===== src/rtl/exe_stage_mc.sv =====
// Execute stage with single-cycle ALU, iterative K-bit-per-cycle MUL/MLA,
// internal NZCV status and registered outputs forming the EXE/MEM boundary.
module exe_stage_mc #(
    parameter int unsigned W        = 32,
    parameter int unsigned K        = 2,
    parameter int unsigned BR_SHIFT = 2
) (
    input  logic         clk,
    input  logic         rst,
    input  logic         flush,
    input  logic         in_valid,
    input  logic [3:0]   exe_cmd,
    input  logic         s_update,
    input  logic         mem_r_en,
    input  logic         mem_w_en,
    input  logic         wb_en,
    input  logic [3:0]   dest,
    input  logic [W-1:0] pc,
    input  logic [W-1:0] val_rn,
    input  logic [W-1:0] val2,
    input  logic [W-1:0] val_ra,
    input  logic [23:0]  signed_imm_24,
    output logic         busy,
    output logic         out_valid,
    output logic [W-1:0] alu_result,
    output logic [W-1:0] br_addr,
    output logic         mem_r_en_out,
    output logic         mem_w_en_out,
    output logic         wb_en_out,
    output logic [3:0]   dest_out,
    output logic [3:0]   status
);
    localparam int unsigned N  = W / K;
    localparam int unsigned CW = (N > 1) ? $clog2(N) : 1;

    typedef enum logic {ST_IDLE, ST_MUL} state_t;
    typedef enum logic [3:0] {
        OP_MOV = 4'b0001, OP_ADD = 4'b0010, OP_ADC = 4'b0011, OP_SUB = 4'b0100,
        OP_SBC = 4'b0101, OP_AND = 4'b0110, OP_ORR = 4'b0111, OP_EOR = 4'b1000,
        OP_MVN = 4'b1001, OP_MUL = 4'b1010, OP_MLA = 4'b1011
    } op_t;

    state_t         state_q, state_d;
    logic [W-1:0]   mcand_q, mcand_d;
    logic [W-1:0]   mplier_q, mplier_d;
    logic [W-1:0]   acc_q, acc_d;
    logic [CW-1:0]  cnt_q, cnt_d;
    logic           mul_s_q, mul_s_d;
    logic           out_valid_q, out_valid_d;
    logic [W-1:0]   alu_result_q, alu_result_d;
    logic [W-1:0]   br_addr_q, br_addr_d;
    logic           mem_r_en_q, mem_r_en_d;
    logic           mem_w_en_q, mem_w_en_d;
    logic           wb_en_q, wb_en_d;
    logic [3:0]     dest_q, dest_d;
    logic [3:0]     status_q, status_d;

    logic           mem_op, s_eff, cin, arith, known, is_mul, mla, ovf;
    logic [3:0]     op;
    logic [W-1:0]   b_eff, alu_res, br_off, part, acc_next;
    logic [W:0]     sum;

    // Single-cycle ALU: subtraction is rn + ~val2 + cin so carry-out is "no borrow"
    always_comb begin
        mem_op  = mem_r_en | mem_w_en;
        op      = mem_op ? OP_ADD : exe_cmd;
        s_eff   = s_update & ~mem_op;
        b_eff   = val2;
        cin     = 1'b0;
        arith   = 1'b0;
        known   = 1'b1;
        is_mul  = 1'b0;
        mla     = 1'b0;
        alu_res = '0;
        case (op)
            OP_MOV: alu_res = val2;
            OP_MVN: alu_res = ~val2;
            OP_ADD: arith = 1'b1;
            OP_ADC: begin arith = 1'b1; cin = status_q[1]; end
            OP_SUB: begin arith = 1'b1; b_eff = ~val2; cin = 1'b1; end
            OP_SBC: begin arith = 1'b1; b_eff = ~val2; cin = status_q[1]; end
            OP_AND: alu_res = val_rn & val2;
            OP_ORR: alu_res = val_rn | val2;
            OP_EOR: alu_res = val_rn ^ val2;
            OP_MUL: is_mul = 1'b1;
            OP_MLA: begin is_mul = 1'b1; mla = 1'b1; end
            default: known = 1'b0;
        endcase
        sum = {1'b0, val_rn} + {1'b0, b_eff} + {{W{1'b0}}, cin};
        if (arith) alu_res = sum[W-1:0];
        ovf = (val_rn[W-1] == b_eff[W-1]) && (sum[W-1] != val_rn[W-1]);
        br_off = W'({{W{signed_imm_24[23]}}, signed_imm_24} << BR_SHIFT);
        // Multiplicand is pre-shifted each step so the partial product lands in place
        part     = mcand_q * W'(mplier_q[K-1:0]);
        acc_next = acc_q + part;
    end

    // Next-state: accept in IDLE, iterate in MUL; flush kills work and out_valid
    always_comb begin
        state_d      = state_q;
        mcand_d      = mcand_q;
        mplier_d     = mplier_q;
        acc_d        = acc_q;
        cnt_d        = cnt_q;
        mul_s_d      = mul_s_q;
        out_valid_d  = 1'b0;
        alu_result_d = alu_result_q;
        br_addr_d    = br_addr_q;
        mem_r_en_d   = mem_r_en_q;
        mem_w_en_d   = mem_w_en_q;
        wb_en_d      = wb_en_q;
        dest_d       = dest_q;
        status_d     = status_q;
        case (state_q)
            ST_IDLE: begin
                if (in_valid && !flush) begin
                    br_addr_d  = pc + br_off;
                    mem_r_en_d = mem_r_en;
                    mem_w_en_d = mem_w_en;
                    wb_en_d    = wb_en;
                    dest_d     = dest;
                    if (is_mul) begin
                        state_d  = ST_MUL;
                        mcand_d  = val_rn;
                        mplier_d = val2;
                        acc_d    = mla ? val_ra : '0;
                        cnt_d    = CW'(N - 1);
                        mul_s_d  = s_eff;
                    end else begin
                        alu_result_d = alu_res;
                        out_valid_d  = 1'b1;
                        if (s_eff && known)
                            status_d = {alu_res[W-1], alu_res == '0,
                                        arith ? sum[W] : status_q[1],
                                        arith ? ovf : status_q[0]};
                    end
                end
            end
            ST_MUL: begin
                if (flush) begin
                    state_d = ST_IDLE;
                end else begin
                    acc_d    = acc_next;
                    mcand_d  = mcand_q << K;
                    mplier_d = mplier_q >> K;
                    cnt_d    = cnt_q - CW'(1);
                    if (cnt_q == '0) begin
                        state_d      = ST_IDLE;
                        alu_result_d = acc_next;
                        out_valid_d  = 1'b1;
                        if (mul_s_q)
                            status_d = {acc_next[W-1], acc_next == '0, status_q[1:0]};
                    end
                end
            end
            default: state_d = ST_IDLE;
        endcase
    end

    // State and output registers with asynchronous reset
    always_ff @(posedge clk or posedge rst) begin
        if (rst) begin
            state_q      <= ST_IDLE;
            mcand_q      <= '0;
            mplier_q     <= '0;
            acc_q        <= '0;
            cnt_q        <= '0;
            mul_s_q      <= 1'b0;
            out_valid_q  <= 1'b0;
            alu_result_q <= '0;
            br_addr_q    <= '0;
            mem_r_en_q   <= 1'b0;
            mem_w_en_q   <= 1'b0;
            wb_en_q      <= 1'b0;
            dest_q       <= '0;
            status_q     <= '0;
        end else begin
            state_q      <= state_d;
            mcand_q      <= mcand_d;
            mplier_q     <= mplier_d;
            acc_q        <= acc_d;
            cnt_q        <= cnt_d;
            mul_s_q      <= mul_s_d;
            out_valid_q  <= out_valid_d;
            alu_result_q <= alu_result_d;
            br_addr_q    <= br_addr_d;
            mem_r_en_q   <= mem_r_en_d;
            mem_w_en_q   <= mem_w_en_d;
            wb_en_q      <= wb_en_d;
            dest_q       <= dest_d;
            status_q     <= status_d;
        end
    end

    assign busy         = (state_q == ST_MUL);
    assign out_valid    = out_valid_q;
    assign alu_result   = alu_result_q;
    assign br_addr      = br_addr_q;
    assign mem_r_en_out = mem_r_en_q;
    assign mem_w_en_out = mem_w_en_q;
    assign wb_en_out    = wb_en_q;
    assign dest_out     = dest_q;
    assign status       = status_q;
endmodule


===== config.mk =====
export PLATFORM = sky130hd
export DESIGN_NAME = exe_stage_mc
export DESIGN_NICKNAME = d
export VERILOG_FILES = /design/src/rtl/exe_stage_mc.sv
export SDC_FILE = /design/constraint.sdc
export NUM_CORES = 1
export LEC_CHECK = 0
export CORE_MARGIN = 8
export CORE_UTILIZATION = 45
export CTS_CLUSTER_DIAMETER = 30
export DETAILED_ROUTE_END_ITERATION = 6
export PLACE_DENSITY = 0.73
export SETUP_SLACK_MARGIN = 0.4
export SYNTH_ARGS = -nofsm -noshare
export SYNTH_HDL_FRONTEND = slang
export SYNTH_SLANG_ARGS = --single-unit

===== constraint.sdc =====
create_clock -name clk -period 7.5 [get_ports clk]
set_clock_uncertainty 0.05 [all_clocks]
set_input_delay 0.75 -clock clk [delete_from_list [all_inputs] [get_ports clk]]
set_output_delay 0.75 -clock clk [all_outputs]
set_load 0.05 [all_outputs]

* Yosys cells after proc, flatten, opt, wreduce, memory -nomap -nowiden *
Cells that the tools add are included.

word-level totals
  output and inout port bits = 77
  word-level logic and storage cells = 118
  input port bits = 168
  bits in registers = 178

cells by class
  bitwise gates (word level) = 8
  reduce and logical (&&, ||, !) cells = 18
  equality and inequality tests = 21
  add/sub/neg operators = 5
  $mul = 1
  multiplexer cells = 50

operators with widths
  operator                                        number
  two-way mux 32 bit                              16
  one-hot mux 32 bit (2 select lines)             4
  one-hot mux 32 bit (5 select lines)             1
  adder 32 bit                                    2
  logical NOT 32 bit                              2
  two-way mux 4 bit                               10
  adder 32 x 32 -> 33 bit                         1
  adder 33 x 1 -> 33 bit                          1
  bitwise AND 32 bit                              1
  multiplier 32 x 2 -> 32 bit                     1
  NOT 32 bit                                      1
  OR 32 bit                                       1
  XOR 32 bit                                      1
  == test 4 x 3 -> 1 bit (second input constant)  4
  == test 4 bit (second input constant)           4
  one-hot mux 4 bit (2 select lines)              2
  two-way mux 1 bit                               14
  != test 2 bit (second input constant)           6
  OR reduction 11 bit                             1
  == test 4 x 2 -> 1 bit (second input constant)  2
  one-hot mux 1 bit (2 select lines)              3
  AND reduction 3 bit                             2
  AND reduction 6 bit                             1
  OR reduction 2 bit                              3
  other kinds (15)                                19

* Depth between registers and ports, before layout *
Gate-level depths: netlist of run 1.

  depth in word-level cells = 14
  depth in mapped cells = 19
  depth with buffers taken out = 17

* Worst setup path before layout of run 1 *
OpenSTA, ideal clock, no wires.

  kind = input port to flip-flop
  start = input exe_cmd[2]
  end = register status_q[2], in the netlist status[2]
  cell stages on the path = 18
  path slack = 2285 ps
  data required time = 7384 ps
  path buffers = 2
  data arrival time = 5099 ps
  setup time = 66 ps
  path through = buf_2 > or4b_1 > nor2_1 > buf_1 > xnor2_1 > fa_1 > fa_1 > nand2b_1 > a21oi_1 > o21ai_0 > xor2_1 > o211ai_1 > nor4_1 > nand4_1 > or4_1 > nor4_2 > nand4_1 > nand2_1

on the way
  word-level cells in the longest chain between the ends = 12
  elaborated cells between the ends (all ways) = 35
  those cells by class = 2 x add/sub; 13 x eq/ne; 12 x mux; 8 x reduce/logical

ends and longest elaborated chain
  item                                line  RTL
  start: declaration                  12    input logic [3:0] exe_cmd,
  two-way mux 4 bit (*)               66    op = mem_op ? OP_ADD : exe_cmd;
  == test 4 x 3 -> 1 bit              75    case (op)
  OR reduction 2 bit (no line)        -
  two-way mux 32 bit                  -
  adder 32 x 32 -> 33 bit             89    sum = {1'b0, val_rn} + {1'b0, b_eff} + {{W{1'b0}}, cin};
  adder 33 x 1 -> 33 bit              89
  two-way mux 32 bit                  90    if (arith) alu_res = sum[W-1:0];
  logical NOT 32 bit                  133   status_d = {alu_res[W-1], alu_res == '0,
  two-way mux 4 bit                   132   if (s_eff && known)
  two-way mux 4 bit                   122   if (is_mul) begin
  two-way mux 4 bit                   116   if (in_valid && !flush) begin
  one-hot mux 4 bit (2 select lines)  114   case (state_q)
  end signal: assignment              191   status_q <= status_d;
  end: declaration                    56    logic [3:0] status_q, status_d;

Mark *: on every way between the ends. The rest lies on a longest branch, timed or not. The select of a mux whose other input is x is not followed.
A chain may end at the register's enable or synchronous reset.

* Worst setup path after layout of run 1 *
Ends and elaborated chain as after synthesis.

==> out/metrics.cfg, run 1 <==
[outcome]
status = complete, no violations

[logic_synthesis]
synth_edf_count = 0
yosys_warnings = 0
ys_ff_latch = 178
netlist_area_mm2 = 0.0162
syn-num-nets = 2377
synth_area_leaders = dfrtp_1, ha_1, nand2_1
yosysTopAreaCell = dfrtp_1
yosysSeqAreaShare = 0.274
syn_avg_cell_area_um2 = 8.04
synth.distinct_cells = 76
syn_inst = 2019
synth_top_area_frac = 0.274
async_flop_share = 1.00
synth_ff_type = dfrtp_1

[routing]
wl_um = 52400
firstDrtPassIters = 7
drt_iter0_drc = 1144
post_drt_wl_per_cell_um = 19.6
via_per_inst = 5.71
antenna_left = 0
drc = 0
via_count = 15300

[critical_path]
crit_family = simple AND/OR/NAND/NOR gates
worstPathCellList = clkdlybuf4s50_1, or4b_1, nor2_4, buf_4, xnor2_1, inv_1, fa_1, nand2b_1, a21oi_1, o21ai_0, xor2_1, o211ai_1, nor4_1, nand4_1, or4_1, nor4_2, nand4_1, nand2_1
path_class = primary input to flop
crit_arrival_ns = 5.91
cpMaxStageDelayCell = clkdlybuf4s50_1
crit_fanout = 31
worstPathRequired_ns = 7.85
crit_start = exe_cmd[2]
critPathBufInv = 3
crit_top_cell = nand4_1
start_kind = primary input
r2r_start = busy$_DFF_PP0_
end_kind = flop
crit_path_max_incr_delay_ns = 0.71

[grt]
grt-ovfl-total = 0
grt_pass1_wl_um = 83200
grt_max_degree = 103
antenna_found_initial = 5
grt_util_met3 = 0.0683
use_met1 = 0.330
grt.busiest_layer = met2
met2_usage = 0.383
grt_usage = 0.247
grt_pass1_vias = 15200

[die]
rows = 69
die_y_um = 206
initial_core_util = 0.457
io_pins = 245
die_x_um = 206
die_area_mm2 = 0.0424
core_area_mm2 = 0.0356

[layout]
drive_above_1_share = 0.0352
multi_input_area_mm2 = 0.0108
fin_cells = 2676
regArea_mm2 = 0.00446
area_growth_pct = 20.8
final_common_cell = nand2_1
fin_nets = 2559
most-common-layout-cells = nand2_1, clkdlybuf4s50_1, o21ai_0
fill_cells = 3361

[timing]
drv_slew = 0
setup_viol = 0
max_freq_mhz = 180
rsz0062_at_grt = false
relSlewSlack = 0.345
min_period_over_period = 0.743
fin_crit_ns = 5.57
setup_tns_ns = 0
worst_slew_pin_slew_ns = 0.981
finalHoldViolCount = 0

[power_and_ir_drop]
p_int_uw = 2510
power.net_switching_uw = 1970
pwr-share-clk = 0.206
power_density_mw_per_mm2 = 228
p_leak_uw = 0.00888
p_sw_frac = 0.439
pwr-share-seq = 0.298
comb_power_share = 0.496
ir_drop_mv = 0.175

[worst_hold_path]
hp-start = alu_result[20]$_DFFE_PP0P_
hold_path.class = flop to flop

[cts]
cts_made_buffers = 17
cts_tree = yes
root_buffer = clkbuf_16
clk_latency_ns = 0.46
cts.sinks = 178
cts.clk_slew.worst_paths_ns = 0.07
htreeDepth = 4
clockBufferDepth = 2
cts-resized-gates = 0
post_cts_buffers = 0
cts_hold_buf = 0

[placement]
dp_cells = 2643
portBuffers = 244
dp_hpwl_um = 41200
gp_congestion = 0.916

[job]
drv_cap = 0

[cells by family after synthesis]
kind of cell | synth area share
compound gates | 0.222
xor+xnor | 0.0534
fa+ha+maj | 0.162
buf+inv | 0.0663
flops | 0.274
mux | 0.0472
simple gates | 0.175
[registers in the layout (all words and copies together), names as in the netlist, 4 cells and up]
register    flops
acc_q          32
cnt_q           4
status          4
mcand_q        32
mplier_q       32
alu_result     32
br_addr        32
dest_out        4
[power by group through the flow]
stage,Combinational [µW],Clock (µW),Sequential (µW)
6_report,2220,923,1340
3_5_place_dp,2210,0,1350
5_1_grt,2460,982,1360
3_3_place_gp,2180,0,1340
4_1_cts,2220,939,1330
2_1_floorplan,1250,0,1610
[worst reg2reg max path, delay by kind of cell (launching register included)]
kind / cells / cell delay [ns]
flops: 1 / 0.63
simple gates: 7 / 2.51
buf+inv: 2 / 1.06
compound gates: 3 / 0.68
[synth_stat cells, types with 10 or more instances]
master	n
nand2_1	332
o21ai_0	184
inv_1	179
dfrtp_1	178
ha_1	156
nor2_1	124
a21oi_1	118
clkbuf_1	80
mux2i_1	72
xnor2_1	70
a21o_1	36
a221oi_1	36
fa_1	34
xor2_1	29
a31oi_1	27
o211ai_1	27
nand3_1	26
nor3_1	26
o21a_1	24
nand2b_1	21
a211oi_1	18
o31ai_1	17
nor2b_1	15
and2_1	14
nand4_1	12
nor3b_1	10
o21bai_1	10
[per-stage QoR]
step	setup slack (ns)	area (µm²)	utilization	hold slack [ns]	power (µW)
CTS	1.91	19600	0.551	0.430	4490
floorplan	1.87	16200	-	0.392	2850
detailed placement	1.44	19000	0.535	0.413	3560
finish	1.93	19600	0.552	0.426	4480
global route	1.56	19600	0.551	0.436	4810
global placement	1.46	19000	0.535	0.400	3520
[final cells by class]
cell class              instances  area share
diodes                          2    0.000255
clock buffers                  19      0.0221
flip-flops and latches        178       0.227
inverters                     181      0.0350
multi-input cells            1563       0.548
repair buffers                260       0.131
well taps                     461      0.0294
clock inverters                12     0.00753
[final timing paths]
| kind | slack [ns] | depth (start not counted) | endpoint |
|---|---|---|---|
| min reg2reg | 0.43 | 2 | alu_result[20]$_DFFE_PP0P_ |
| max reg2reg | 2.51 | 12 | status[2]$_DFFE_PP0P_ |
| min | 0.43 | 2 | alu_result[20]$_DFFE_PP0P_ |
| max | 1.93 | 18 | status[2]$_DFFE_PP0P_ |
| min in group asynchronous | 0.78 | 2 | br_addr[24]$_DFFE_PP0P_ |
| max in group asynchronous | 5.06 | 3 | mcand_q[30]$_DFFE_PP0P_ |
[metal layers]
metal / up-vias / wire [µm] / part of all wire
met5: - / 35 / 0.00067
met4: 6 / 1410 / 0.027
met3: 94 / 4440 / 0.085
met2: 545 / 23000 / 0.44
met1: 7244 / 23400 / 0.45
li1: 7401 / - / -
No activity file was read; power rests on OpenSTA's default activity.
==> run 2, diff against run 1 <==
==> constraint.sdc (replaced) <==
create_clock -name clk -period 5.8 [get_ports clk]
set_clock_uncertainty 0.05 [all_clocks]
set_input_delay 0.58 -clock clk [delete_from_list [all_inputs] [get_ports clk]]
set_output_delay 0.58 -clock clk [all_outputs]
set_load 0.05 [all_outputs]
==> run 2 against run 1 <==
Compared with the run above:
- sequential share of layout area down 0.068 points
- core utilization up 0.17 points
- combinational power up 30%
- total power up 29%
- non-clock buffer count up 9
- worst setup slack worse by 1.2 ns
- die area unchanged
- cell area up 0.30%
- critical endpoint unchanged
- largest cell class unchanged
==> out/metrics.cfg, run 2 (synthesis results as in run 1) <==
[outcome]
status = complete, no violations

[grt]
grt_pass1_wl_um = 82600  ; -0.77%
grt_usage = 0.245  ; -0.00186
grt-ovfl-total = 0  ; unchanged
grt_pass1_vias = 15000  ; -1.7%
grt_max_degree = 104  ; +0.97%
antenna_found_initial = 4  ; -1

[critical_path]
crit_family = simple AND/OR/NAND/NOR gates
worstPathCellList = clkdlybuf4s50_1, or4b_1, nor2_4, xnor2_1, fa_1, fa_1, nand2b_1, a21oi_1, o21ai_1, xor2_1, o211ai_1, nor4_1, nand4_1, or4_1, nor4_2, nand4_1, nand2_1
start_kind = primary input
r2r-end = status[2]$_DFFE_PP0P_
crit_arrival_ns = 5.39  ; -0.52 ns
end_kind = flop
r2r_start = mcand_q[1]$_DFFE_PP0P_
cpMaxStageDelayCell = or4b_1
crit_fanout = 9  ; -71%
worstPathRequired_ns = 6.14  ; -1.71 ns
regToRegSetupSlack_ns = 1.17  ; -1.34 ns
rr_worst_depth = 17  ; +5
path_class = primary input to flop
crit_path_max_incr_delay_ns = 0.61  ; -0.10 ns
critPathBufInv = 1  ; -2

[placement]
dpl_cell_area_mm2 = 0.0191  ; +0.40%
dp_hpwl_um = 41600  ; +1.1%
portBuffers = 244  ; unchanged
dp_slack_ns = 0.256  ; -1.18 ns
gp_congestion = 0.968  ; +5.7%
dp_cells = 2652  ; +0.34%

[cts]
htreeDepth = 4  ; unchanged
cts_made_buffers = 17  ; unchanged
cts.sinks = 178  ; unchanged
cts.clk_slew.worst_paths_ns = 0.07  ; about the same
post_cts_buffers = 0  ; unchanged
clk_latency_ns = 0.45  ; about the same
root_buffer = clkbuf_16
cts_tree = yes
clockBufferDepth = 2  ; unchanged

[routing]
firstDrtPassIters = 7  ; unchanged
antenna_left = 0  ; unchanged
via_count = 15300  ; +0.36%
post_drt_wl_per_cell_um = 19.6  ; about the same
drt_iter0_drc = 1012  ; -12%
drc = 0  ; unchanged
wl_um = 52500  ; +0.21%
via_per_inst = 5.72  ; about the same

[timing]
max_freq_mhz = 198
setup_viol = 0  ; unchanged
drv_slew = 0  ; unchanged
worst_slew_pin_slew_ns = 1.02  ; +0.0429 ns
setup_tns_ns = 0  ; unchanged
finalHoldViolCount = 0  ; unchanged
relSlewSlack = 0.315  ; -0.0300
min_period_over_period = 0.870
rsz0062_at_grt = false
setup_ws_ns = 0.752  ; -1.18 ns
fin_crit_ns = 5.05

[worst_hold_path]
min_to = alu_result[20]$_DFFE_PP0P_
hold_path.class = flop to flop
hp-start = alu_result[20]$_DFFE_PP0P_
whs_path_depth = 2  ; unchanged

[layout]
drive_above_1_share = 0.0401  ; +0.00483
final_common_cell = nand2_1
fin_nets = 2568  ; +0.35%
most-common-layout-cells = nand2_1, clkdlybuf4s50_1, o21ai_0
final_core_util = 0.553  ; +0.00165
fin_cells = 2683  ; +0.26%
fill_cells = 3356  ; -0.15%
area_growth_pct = 21.2
design_area_mm2 = 0.0197  ; +0.30%

[die]
die_y_um = 206  ; unchanged
core_area_mm2 = 0.0356  ; unchanged
initial_core_util = 0.457  ; unchanged
die_area_mm2 = 0.0424  ; unchanged
rows = 69  ; unchanged
io_pins = 245  ; unchanged
die_x_um = 206  ; unchanged

[power_and_ir_drop]
p_leak_uw = 0.00890  ; +0.22%
power_density_mw_per_mm2 = 293  ; +28%
ir_drop_mv = 0.221  ; +26%

[job]
drv_cap = 0  ; unchanged

## run 2: where the power goes
| part | internal (µW) | switching (µW) | leakage [µW] | total (µW) |
|---|---|---|---|---|
| clock network | 612 | 522 | 0.000260 | 1130 |
| registers | 1520 | 212 | 0.00221 | 1740 |
| logic | 1090 | 1800 | 0.00643 | 2890 |
## run 2: final cells by class
class / count / area [µm²] / area share
inverter: 181 / 683 / 0.0347
sequential: 178 / 4460 / 0.227
timing repair buffer: 269 / 2640 / 0.134
clock inverter: 11 / 108 / 0.00547
clock buffer: 19 / 453 / 0.0230
antenna: 1 / 2.50 / 0.000127
multi-input combinational: 1563 / 10800 / 0.547
tap: 461 / 577 / 0.0293
## run 2: per-layer routing
metal | GRT usage | wire length [µm]
met4 | 0.0682 | 1040
met3 | 0.0560 | 3850
met5 | 0 | 31
met2 | 0.388 | 23500
met1 | 0.331 | 24100
## run 2: timing repair
item                                    in CTS  in global routing
endpoints found under the setup margin       0                  2
hold buffers                                 0                  0
resized for setup                            0                  2
## run 2: worst max path at each step
stage	depth (start not counted)	to	from	slack, ns
after global routing	18	status[2]$_DFFE_PP0P_	exe_cmd[3]	0.43
after detailed placement	17	status[2]$_DFFE_PP0P_	exe_cmd[3]	0.26
after global placement	18	status[3]$_DFFE_PP0P_	exe_cmd[3]	0.38
after floorplan	18	status[2]$_DFFE_PP0P_	exe_cmd[2]	0.76
after CTS	17	status[2]$_DFFE_PP0P_	exe_cmd[3]	0.71
final	17	status[2]$_DFFE_PP0P_	exe_cmd[3]	0.75
## run 2: worst min-delay path, delay by kind of cell, from the launching register on
| family | cells | cell delay [ns] |
|---|---|---|
| AND/OR/NAND/NOR | 2 | 0.10 |
| flip-flops | 1 | 0.35 |
## run 2: stage by stage
stage | hold WS, ns | total power [µW]
2_1_floorplan | 0.392 | 3690
3_3_place_gp | 0.402 | 4590
3_5_place_dp | 0.410 | 4620
4_1_cts | 0.425 | 5780
5_1_grt | 0.448 | 6160
6_report | 0.422 | 5760
